`src/rtl/fetch_pkg.sv`:
```
// Shared types and constants for the instruction-fetch sequencer.
package fetch_pkg;

  typedef enum logic [2:0] {
    ST_BOOT,
    ST_RUN,
    ST_STALL,
    ST_FLUSH,
    ST_HALT
  } fetch_state_t;

  // Next-PC source select for the fetch-stage PC register.
  typedef enum logic [1:0] {
    SEL_RST,
    SEL_HOLD,
    SEL_SEQ,
    SEL_TGT
  } pc_sel_t;

  localparam logic [3:0] HALT_OP = 4'hF;

endpackage

```
`src/rtl/fetch_stall_timer.sv`:
```
// Load-use stall timer: 3-bit down-counter with load/clear, zero and last-cycle flags.
module stall_timer (
  input  logic       clk,
  input  logic       rst_n,
  input  logic       load,
  input  logic [2:0] load_val,
  input  logic       clear,
  input  logic       dec,
  output logic       zero,
  output logic       last
);

  logic [2:0] count;

  always_ff @(posedge clk or negedge rst_n) begin
    if (!rst_n) begin
      count <= 3'd0;
    end else if (clear) begin
      count <= 3'd0;
    end else if (load) begin
      count <= load_val;
    end else if (dec && (count != 3'd0)) begin
      count <= count - 3'd1;
    end
  end

  assign zero = (count == 3'd0);
  // The stall ends on the edge where the count reaches zero.
  assign last = (count == 3'd1);

endmodule

```
`src/rtl/fetch_ctrl.sv`:
```
// Fetch-stage sequencer: FSM choosing the next PC source, IF/ID qualifiers and fetch count.
module fetch_ctrl
  import fetch_pkg::*;
#(
  parameter int                PWIDTH  = 16,
  parameter int                IWIDTH  = 24,
  parameter logic [PWIDTH-1:0] RST_VEC = '0,
  parameter int                LD_LAT  = 1
) (
  input  logic              clk_i,
  input  logic              rst_i,
  input  logic [PWIDTH-1:0] pc_i,
  input  logic [PWIDTH-1:0] pc_plus1_i,
  input  logic [IWIDTH-1:0] instr_i,
  input  logic              branch_taken_i,
  input  logic [PWIDTH-1:0] branch_target_i,
  input  logic              ld_use_i,
  input  logic              resume_i,
  output logic [PWIDTH-1:0] next_pc_o,
  output logic              if_valid_o,
  output logic              flush_o,
  output logic              halted_o,
  output logic [15:0]       fetch_cnt_o
);

  localparam logic [2:0] STALL_LOAD = 3'(LD_LAT - 1);
  localparam bit         MULTI_STALL = (LD_LAT > 1);

  fetch_state_t state_q, state_d;
  pc_sel_t      sel;
  logic         valid, flush;
  logic         t_load, t_clear, t_dec, t_zero, t_last;
  logic         is_halt;
  logic         unused_instr;

  assign is_halt      = (instr_i[IWIDTH-1 -: 4] == HALT_OP);
  assign unused_instr = ^instr_i[IWIDTH-5:0];

  stall_timer u_timer (
    .clk      (clk_i),
    .rst_n    (rst_i),
    .load     (t_load),
    .load_val (STALL_LOAD),
    .clear    (t_clear),
    .dec      (t_dec),
    .zero     (t_zero),
    .last     (t_last)
  );

  // Priority within a state: branch, then load-use, then halt opcode, then sequential.
  always_comb begin
    state_d = state_q;
    sel     = SEL_HOLD;
    valid   = 1'b0;
    flush   = 1'b0;
    t_load  = 1'b0;
    t_clear = 1'b0;
    t_dec   = 1'b0;
    unique case (state_q)
      ST_BOOT: begin
        sel     = SEL_RST;
        flush   = 1'b1;
        state_d = ST_RUN;
      end
      ST_RUN: begin
        if (branch_taken_i) begin
          sel     = SEL_TGT;
          flush   = 1'b1;
          state_d = ST_FLUSH;
        end else if (ld_use_i) begin
          sel     = SEL_HOLD;
          t_load  = 1'b1;
          state_d = MULTI_STALL ? ST_STALL : ST_RUN;
        end else if (is_halt) begin
          sel     = SEL_HOLD;
          valid   = 1'b1;
          state_d = ST_HALT;
        end else begin
          sel   = SEL_SEQ;
          valid = 1'b1;
        end
      end
      ST_STALL: begin
        if (branch_taken_i) begin
          sel     = SEL_TGT;
          flush   = 1'b1;
          t_clear = 1'b1;
          state_d = ST_FLUSH;
        end else begin
          sel   = SEL_HOLD;
          t_dec = 1'b1;
          if (t_last || t_zero) state_d = ST_RUN;
        end
      end
      ST_FLUSH: begin
        if (branch_taken_i) begin
          sel   = SEL_TGT;
          flush = 1'b1;
        end else begin
          sel     = SEL_SEQ;
          state_d = ST_RUN;
        end
      end
      ST_HALT: begin
        // Pipeline is drained here, so a late branch has nothing to redirect.
        if (resume_i) begin
          sel     = SEL_SEQ;
          state_d = ST_RUN;
        end
      end
      default: begin
        sel     = SEL_RST;
        flush   = 1'b1;
        state_d = ST_BOOT;
      end
    endcase
  end

  always_comb begin
    unique case (sel)
      SEL_RST:  next_pc_o = RST_VEC;
      SEL_HOLD: next_pc_o = pc_i;
      SEL_SEQ:  next_pc_o = pc_plus1_i;
      SEL_TGT:  next_pc_o = branch_target_i;
      default:  next_pc_o = RST_VEC;
    endcase
  end

  assign if_valid_o = valid;
  assign flush_o    = flush;
  assign halted_o   = (state_q == ST_HALT);

  always_ff @(posedge clk_i or negedge rst_i) begin
    if (!rst_i) begin
      state_q     <= ST_BOOT;
      fetch_cnt_o <= 16'd0;
    end else begin
      state_q <= state_d;
      if (valid) fetch_cnt_o <= fetch_cnt_o + 16'd1;
    end
  end

endmodule

```
`config.mk`:
```
export PLATFORM = sky130hd
export DESIGN_NAME = fetch_ctrl
export DESIGN_NICKNAME = d
export VERILOG_FILES = /design/src/rtl/fetch_pkg.sv /design/src/rtl/fetch_stall_timer.sv /design/src/rtl/fetch_ctrl.sv
export SDC_FILE = /design/constraint.sdc
export NUM_CORES = 1
export LEC_CHECK = 0
export BUFFER_PORTS_ARGS = -buffer_cell sky130_fd_sc_hd__buf_2
export CAP_MARGIN = 10
export CORE_UTILIZATION = 44
export CTS_CLUSTER_SIZE = 20
export DETAILED_ROUTE_END_ITERATION = 10
export PLACE_DENSITY = 0.83
export SLEW_MARGIN = 25
export SYNTH_ARGS = -nofsm -noshare
export SYNTH_HDL_FRONTEND = slang
export SYNTH_SLANG_ARGS = --single-unit
```
`constraint.sdc`:
```
create_clock -name clk_i -period 4.15 [get_ports clk_i]
set_input_delay 1.245 -clock clk_i [delete_from_list [all_inputs] [get_ports clk_i]]
set_output_delay 1.245 -clock clk_i [all_outputs]
set_load 0.02 [all_outputs]
```
---- Word-level counts from Yosys, hierarchy flattened ----
Cells that the tools add are included.
word-level totals
  input port bits ......................... 77
  register bits ........................... 22
cells by class
  equality and inequality tests ........... 13
  reduce and logical (&&, ||, !) cells .... 9
  add/subtract/negate cells ............... 2
  muxes and demuxes ....................... 30
operators by type and width
  operator               number
  $pmux 16 s4            1
  $mux 3                 10
  $add 16x1->16 const B  1
  $pmux 3 s5             1
  $mux 1                 11
  $mux 2                 5
  $pmux 2 s4             1
  $eq 3x1->1 const B     2
  $eq 3x2->1 const B     2
  $logic_not 3->1        2
  $reduce_bool 3->1      2
  $eq 2x2->1 const B     2
  $eq 4x4->1 const B     1
  $ne 2x2->1 const B     2
  $ne 4x4->1 const B     1
  $reduce_and 4->1       1
  $eq 3x3->1 const B     1
  $ne 3x3->1 const B     1
  $reduce_or 3->1        1
  $sub 3x1->3 const B    1
  $eq 2x1->1 const B     1
  $logic_not 2->1        1
  $pmux 1 s2             1
  $logic_and 1x1->1      1
  $logic_or 1x1->1       1

---- Depth between registers and ports, before layout ----
Gate-level depths: netlist of run 1.
  depth in word-level cells ............... 7
  depth in mapped cells ................... 7

---- By module ----
A second synthesis of run 1 with hierarchy kept.
unflattened totals
  cell total of the unflattened synthesis .. 173
  area, all modules ....................... 1,539.0 µm²
modules (own cells, without submodules)
  module       cells each  sequential area each (µm²)  instances  area an instance (µm²)
  fetch_ctrl   148         475.5                       1          1,301.2
  stall_timer  25          75.1                        1          237.7

---- Least setup slack after synthesis of run 1 ----
Ideal clock, no wire load.
  path kind ............................... input to output
  from .................................... in branch_taken_i
  to ...................................... out next_pc_o[10]
  arrival time ............................ 2,833 ps
  setup slack ............................. 72 ps
  stages on the path ...................... 7
  cell sequence ........................... buf_2 -> nor2_1 -> a211oi_2 -> or2_1 -> buf_4 -> buf_4 -> o32ai_1
on the way
  word-level cells in the longest chain between the ends .. 4
RTL lines
  item                                line               RTL
  start: declaration                  fetch_ctrl.sv:15   input logic branch_taken_i,
  $mux 1 (tied with other cells)      fetch_ctrl.sv:96   if (branch_taken_i) begin
  $pmux 2 s4 *                        fetch_ctrl.sv:59   unique case (state_q)
  $eq 2x2->1 (tied with other cells)  fetch_ctrl.sv:120  unique case (sel)
  $pmux 16 s4 *                       fetch_ctrl.sv:120
  end: declaration                    fetch_ctrl.sv:19   output logic [PWIDTH-1:0] next_pc_o,
Every way passes the cells marked *; elsewhere a longest branch is shown, timed or not.

---- Worst setup path in the final report of run 1 ----
  from .................................... in resume_i
  to ...................................... out next_pc_o[2]
on the way
  word-level cells in the longest chain between the ends .. 4
RTL lines
  item                                line               RTL
  start: declaration                  fetch_ctrl.sv:18   input logic resume_i,
  $mux 2 *                            fetch_ctrl.sv:106  if (resume_i) begin
  $pmux 2 s4 *                        fetch_ctrl.sv:59
  $eq 2x2->1 (tied with other cells)  fetch_ctrl.sv:120
  $pmux 16 s4 *                       fetch_ctrl.sv:120
Marked as above.

==> impl_metrics.py, run 1 <==
metrics = {
    "clock_network": {
        "ctsRootBufferMaster": "clkbuf_8",
        "clockBufferDepth": 2,
        "holdBufCountCts": 0,
        "htreeDepth": 1,
        "numCtsBuffers": 3,
        "clkLatencyLatePin_ns": 0.25,
        "cts_tree": "done",
        "clk_pin_slew_worst_paths_ns": 0.07,
        "cts_sinks": 22,
    },
    "global_route": {
        "grt_max_degree": 23,
        "antenna_found_initial": 0,
        "grt_pass1_wl_um": 7470,
        "grt_pass1_vias": 1730,
        "grt-ovfl-total": 0,
        "grt_usage_pct": 20.1,
    },
    "yosys": {
        "syn_area_um2": 1940,
        "synth_cell_types": 44,
        "synthSimpleGateAreaFrac_pct": 19.8,
        "synth_top_family_by_area": "compound AO/OA/AOI/OAI gates",
        "synthFlopType": "dfrtp_1",
        "synth_compound_area_share_pct": 24.4,
        "synthMostInstantiatedCell": "dfrtp_1",
        "synth-edff-count": 0,
        "netlist_instances": 218,
        "synth.area.mux_share_pct": 8.27,
        "synth_nets": 299,
        "synth_area_leaders": "dfrtp_1, mux2i_1, o32ai_1",
        "yosys.area.top_type": "dfrtp_1",
        "async_flop_share_pct": 100,
        "synth_xor_area_share_pct": 7.69,
        "synth.top_cells.by_count": "dfrtp_1, inv_1",
        "ys_ff_latch": 22,
        "yosys_warnings": 0,
        "yosys.area_share.adder_pct": 3.10,
        "ys_seq_area_share_pct": 28.4,
        "syn_area_per_cell_um2": 8.88,
        "yosysTopAreaCellShare_pct": 28.4,
    },
    "routing": {
        "drt-met1-wl_um": 2190,
        "drt_iter0_drc": 91,
        "routed-wl-met3_um": 243,
        "drt_wl_total_um": 4840,
        "wl_per_cell_um": 13.5,
        "top_layer": "met4",
        "route.detailed.drc": 0,
        "route.met2.wl_um": 2380,
        "vias": 2005,
        "viasPerCell": 5.62,
        "first_pass_iters": 4,
        "ant_nets": 0,
    },
    "timing": {
        "fmax_mhz": 249,
        "setup_viol": 0,
        "min_period_over_period_pct": 96.9,
        "clock_skew_ns": 0.00161,
        "min_period_ns": 4.02,
        "maxSlewViolCount": 0,
        "max_slew_margin_pct": 67.9,
        "holdWs_ns": 0.479,
        "hold_viol_final": 0,
        "tightest_slew_ns": 0.482,
        "rsz0062_at_grt": "no",
    },
    "worst_setup_path": {
        "required_ns": 2.90,
        "crit_type": "in -> out",
        "endpoint_kind": "primary output",
        "startpoint_type": "input port",
        "critPathMaxFanout": 16,
        "worstPathArrival_ns": 2.78,
    },
    "final_layout": {
        "n_antenna_cell": 0,
        "synthToLayoutAreaGrowth_pct": 29.1,
        "drive_above_1_share_pct": 37.5,
        "layout.nets": 389,
        "fin_cells": 357,
    },
    "floorplanning": {
        "rows": 23,
        "start_util_pct": 47.1,
        "die_area_um2": 4670,
        "io_pins": 112,
        "die_w_um": 68.3,
        "core_area_um2": 4120,
        "die_h_um": 68.3,
    },
    "pwr": {
        "p_leak_nw": 1.34,
        "switching_power_mw": 0.814,
        "p_sw_share_pct": 49.9,
        "p_int_mw": 0.816,
        "p_clk_share_pct": 9.1,
        "p_comb_share_pct": 70.8,
        "seq_power_share_pct": 20.2,
        "ir_drop_uv": 369,
        "power_density_nw_per_um2": 652,
    },
    "run_status": {
        "status": "finished, final reports clean",
    },
    "placement": {
        "place_inst": 353,
        "gp_congestion": 0.810,
        "port_buffers": 91,
        "place_hpwl_um": 3690,
    },
    "flow_run": {
        "cap_viol_max_count": 0,
    },
    "worst_hold_path": {
        "hp-class": "reg -> reg",
    },
}
routing by layer:
layer	track usage [%]	vias up
li1	-	985
met1	26.8	956
met2	35.8	61
met3	2.00	3
met4	2.60	0
met5	0	-
final cells by class:
class	count	area (um^2)
Fill cell	352	1620
Inverter	22	82.6
Timing Repair Buffer	100	523
Multi-Input combinational cell	159	1230
Clock buffer	4	55.1
Sequential cell	22	551
Tap cell	50	62.6
critical path, cell delays in order:
cell and delay, ns:
buf_2 0.12, or4b_1 0.60, o31ai_2 0.10, buf_4 0.25, o22ai_1 0.10, o32ai_1 0.14, buf_2 0.22
state kept, by name, summed over array words and instances, names as in the netlist:
signal and cells:
u_timer.count 3, fetch_cnt_o 16, state_q 3
cell usage in the layout, fill, tap and decap left out, types with 2 or more instances in the layout:
cell and n:
buf_2 91, dfrtp_1 22, inv_1 21, a21o_1 16, mux2i_1 16, o22ai_1 16, o32ai_1 16, xnor2_1 15
nand2_1 12, buf_4 9, nor2_1 8, nand3_1 7, nand4_1 5, nor2b_1 4, ha_1 4, clkbuf_8 4
o21ai_1 3, nand2b_1 2, or4b_1 2, or2_2 2, nor3b_2 2, and2_1 2, nor4b_1 2, a21oi_1 2
and4_1 2, nor4_4 2, and3_1 2, xor2_1 2, o21ai_0 2
final timing paths:
check                                                  from                          end  slack, ns  depth (start not counted)
worst max-delay path                               resume_i                 next_pc_o[2]       0.13                          7
worst min-delay path            fetch_cnt_o[15]$_DFFE_PN0P_  fetch_cnt_o[15]$_DFFE_PN0P_       0.48                          1
worst max register to register       state_q[0]$_DFFE_PN0P_  fetch_cnt_o[10]$_DFFE_PN0P_       2.21                          4
worst min register to register  fetch_cnt_o[15]$_DFFE_PN0P_  fetch_cnt_o[15]$_DFFE_PN0P_       0.48                          1
max in group asynchronous                             rst_i   fetch_cnt_o[2]$_DFFE_PN0P_       2.88                          1
min in group asynchronous                             rst_i  fetch_cnt_o[11]$_DFFE_PN0P_       0.94                          1
stage by stage:
stage	total power, mW	cell area [um^2]	setup TNS (ns)	setup slack, ns	utilization, %
after CTS	1.63	2500	0	0.164	60.7
after detailed placement	1.48	2440	-0.0643	-0.0177	59.4
after floorplan	1.17	1940	0	0.0720	-
final	1.63	2500	0	0.128	60.7
after global placement	1.45	2440	0	0.00472	59.4
after global routing	1.76	2500	0	0.0307	60.7
power by group through the flow:
stage | Combinational [mW] | Clock, mW | Sequential [mW]
floorplan | 0.849 | 0 | 0.321
global placement | 1.12 | 0 | 0.327
detailed placement | 1.14 | 0 | 0.332
CTS | 1.15 | 0.152 | 0.328
global route | 1.26 | 0.163 | 0.339
finish | 1.15 | 0.148 | 0.328
logic make-up (layout without fill, tap and decap cells):
| family | after synthesis | after routing |
|---|---|---|
| AO/OA/AOI/OAI | 61 | 61 |
| XOR/XNOR | 17 | 17 |
| adder cells (fa/ha/maj) | 5 | 5 |
| buffers and inverters | 37 | 126 |
| flip-flops | 22 | 22 |
| multiplexers | 16 | 16 |
| AND/OR/NAND/NOR | 60 | 60 |
repair_timing:
item / in CTS / in global routing
setup buffers: 0 / 0
setup endpoints to repair: 15 / 0
resized for setup: 1 / 0
No activity file was read; power rests on OpenSTA's default activity.
==> run 2: changes to the inputs <==
clock period = 4.5 ns   (was 4.15 ns; I/O delays follow)
==> run 2 against run 1 <==
Compared with the run above: cell count did not move; via count fell by 2.1%; clock-buffer cell count down 1; worst hold slack gained 0.0011 ns; clock power increased by 22%; final area up 0.65%; sequential power shrank 7.9%; combinational power shrank 7%; routed wire length up 2.4%; die area is the same; first-iteration DRC count fell by 37%; critical path type unchanged; largest cell class unchanged.
==> impl_metrics.py, run 2 (synthesized netlist as in run 1, its figures left out) <==
metrics = {
    "routing": {
        "viasPerCell": 5.50,
        "drt_iter0_drc": 57,
        "drt-met1-wl_um": 2270,
        "route.met2.wl_um": 2430,
        "routed-wl-met3_um": 225,
        "top_layer": "met4",
        "vias": 1963,
        "ant_nets": 0,
        "route.detailed.drc": 0,
        "drt_wl_total_um": 4950,
        "wl_per_cell_um": 13.9,
        "first_pass_iters": 4,
    },
    "final_layout": {
        "n_antenna_cell": 0,
        "reg.largest.list": "fetch_cnt_o x16, state_q x3, u_timer.count x3",
        "largest_register_ffs": 16,
        "layout.nets": 389,
        "fin_util_pct": 61.1,
        "synthToLayoutAreaGrowth_pct": 29.9,
        "drive_above_1_share_pct": 37.1,
        "top_register": "fetch_cnt_o",
        "final_common_cell": "buf_2",
        "most-common-layout-cells": "buf_2, dfrtp_1, inv_1",
    },
    "global_route": {
        "grt_max_degree": 23,
        "grt_pass1_vias": 1680,
        "grt_pass1_wl_um": 7310,
        "antenna_found_initial": 0,
        "grt-ovfl-total": 0,
        "grt_usage_pct": 20.3,
    },
    "placement": {
        "pre_cts_slack_ns": 0.158,
        "gp_congestion": 0.786,
        "port_buffers": 91,
        "place_hpwl_um": 3790,
    },
    "worst_setup_path": {
        "cp_cell_sequence": "buf_2 > or4b_1 > o31ai_2 > buf_4 > o22ai_1 > o32ai_1 > buf_2",
        "critPathMaxFanout": 9,
        "startpoint_type": "input port",
        "cp_slowest_cell": "or4b_1",
        "crit_type": "in -> out",
        "slowest_delay_ns": 0.60,
        "worstPathArrival_ns": 2.99,
        "required_ns": 3.15,
        "endpoint_kind": "primary output",
        "cpMostUsedCell": "buf_2",
    },
    "clock_network": {
        "htreeDepth": 1,
        "ctsRootBufferMaster": "clkbuf_8",
        "cts_resized": 0,
        "clkLatencyLatePin_ns": 0.26,
        "clk_pin_slew_worst_paths_ns": 0.08,
        "post_cts_buffers": 0,
        "cts_tree": "done",
        "numCtsBuffers": 3,
        "holdBufCountCts": 0,
        "cts_sinks": 22,
        "clockBufferDepth": 2,
    },
    "timing": {
        "fmax_mhz": 230,
        "tightest_slew_ns": 0.664,
        "min_period_ns": 4.34,
        "setup_viol": 0,
        "tns_ns": 0,
        "maxSlewViolCount": 0,
        "min_period_over_period_pct": 96.5,
        "hold_viol_final": 0,
        "rsz0062_at_grt": "no",
        "clock_skew_ns": 0.00171,
        "layout_setup_ws_ns": 0.159,
        "max_slew_margin_pct": 55.4,
    },
    "pwr": {
        "p_comb_share_pct": 68.8,
        "p_clk_share_pct": 11.7,
        "seq_power_share_pct": 19.5,
        "p_int_mw": 0.797,
        "power_density_nw_per_um2": 617,
        "switching_power_mw": 0.755,
        "ir_drop_uv": 341,
        "p_leak_nw": 1.35,
        "p_sw_share_pct": 48.6,
    },
    "floorplanning": {
        "start_util_pct": 47.1,
        "die_w_um": 68.3,
        "io_pins": 112,
        "die_area_um2": 4670,
        "die_h_um": 68.3,
        "core_area_um2": 4120,
        "rows": 23,
    },
    "run_status": {
        "status": "finished, final reports clean",
    },
    "flow_run": {
        "cap_viol_max_count": 0,
    },
    "worst_hold_path": {
        "hp-class": "reg -> reg",
    },
}
-- run 2: cell types whose count changed in the layout (fill, tap and decap cells not counted), sizes merged --
cell,before,now
bufinv,0,1
clkbuf,4,3
-- run 2: power by group through the flow --
stage / Clock (mW) / Combinational (mW) / Sequential, mW
2_1_floorplan: 0 / 0.783 / 0.296
3_3_place_gp: 0 / 1.04 / 0.301
3_5_place_dp: 0 / 1.07 / 0.306
4_1_cts: 0.185 / 1.07 / 0.302
5_1_grt: 0.194 / 1.17 / 0.311
6_report: 0.181 / 1.07 / 0.302
-- run 2: per-stage QoR --
step	instances	cell area [um^2]	power, mW	hold WS, ns
3_5_place_dp	353	2440	1.37	0.469
2_1_floorplan	218	1940	1.08	0.539
4_1_cts	357	2520	1.56	0.483
6_report	357	2520	1.55	0.480
3_3_place_gp	353	2440	1.35	0.459
5_1_grt	357	2520	1.67	0.502
-- run 2: area by class of cell --
cell class / count / area [um^2]
sequential: 22 / 551
clock buffer: 3 / 41.3
fill: 361 / 1600
timing repair buffer: 100 / 523
inverter: 22 / 82.6
clock inverter: 1 / 30.0
multi-input combinational: 159 / 1230
tap: 50 / 62.6
-- run 2: path summary, 6_finish.rpt --
path	start	endpoint	slack (ns)	cells after the start
max	resume_i	next_pc_o[5]	0.16	7
min	fetch_cnt_o[15]$_DFFE_PN0P_	fetch_cnt_o[15]$_DFFE_PN0P_	0.48	1
max reg2reg	state_q[0]$_DFFE_PN0P_	fetch_cnt_o[11]$_DFFE_PN0P_	2.58	4
min reg2reg	fetch_cnt_o[15]$_DFFE_PN0P_	fetch_cnt_o[15]$_DFFE_PN0P_	0.48	1
max in group asynchronous	rst_i	fetch_cnt_o[1]$_DFFE_PN0P_	3.13	1
min in group asynchronous	rst_i	fetch_cnt_o[10]$_DFFE_PN0P_	1.04	1
-- run 2: routing by layer --
layer,vias to the layer above,global-route usage [%]
met2,55,36.0
met5,-,0
met3,4,1.83
li1,981,-
met1,923,26.3
met4,0,4.69
-- run 2: worst max-delay path: cells and delay by family --
| family | cells | cell delay, ns |
|---|---|---|
| buf+inv | 3 | 0.62 |
| simple gates | 1 | 0.60 |
| compound gates | 3 | 0.43 |
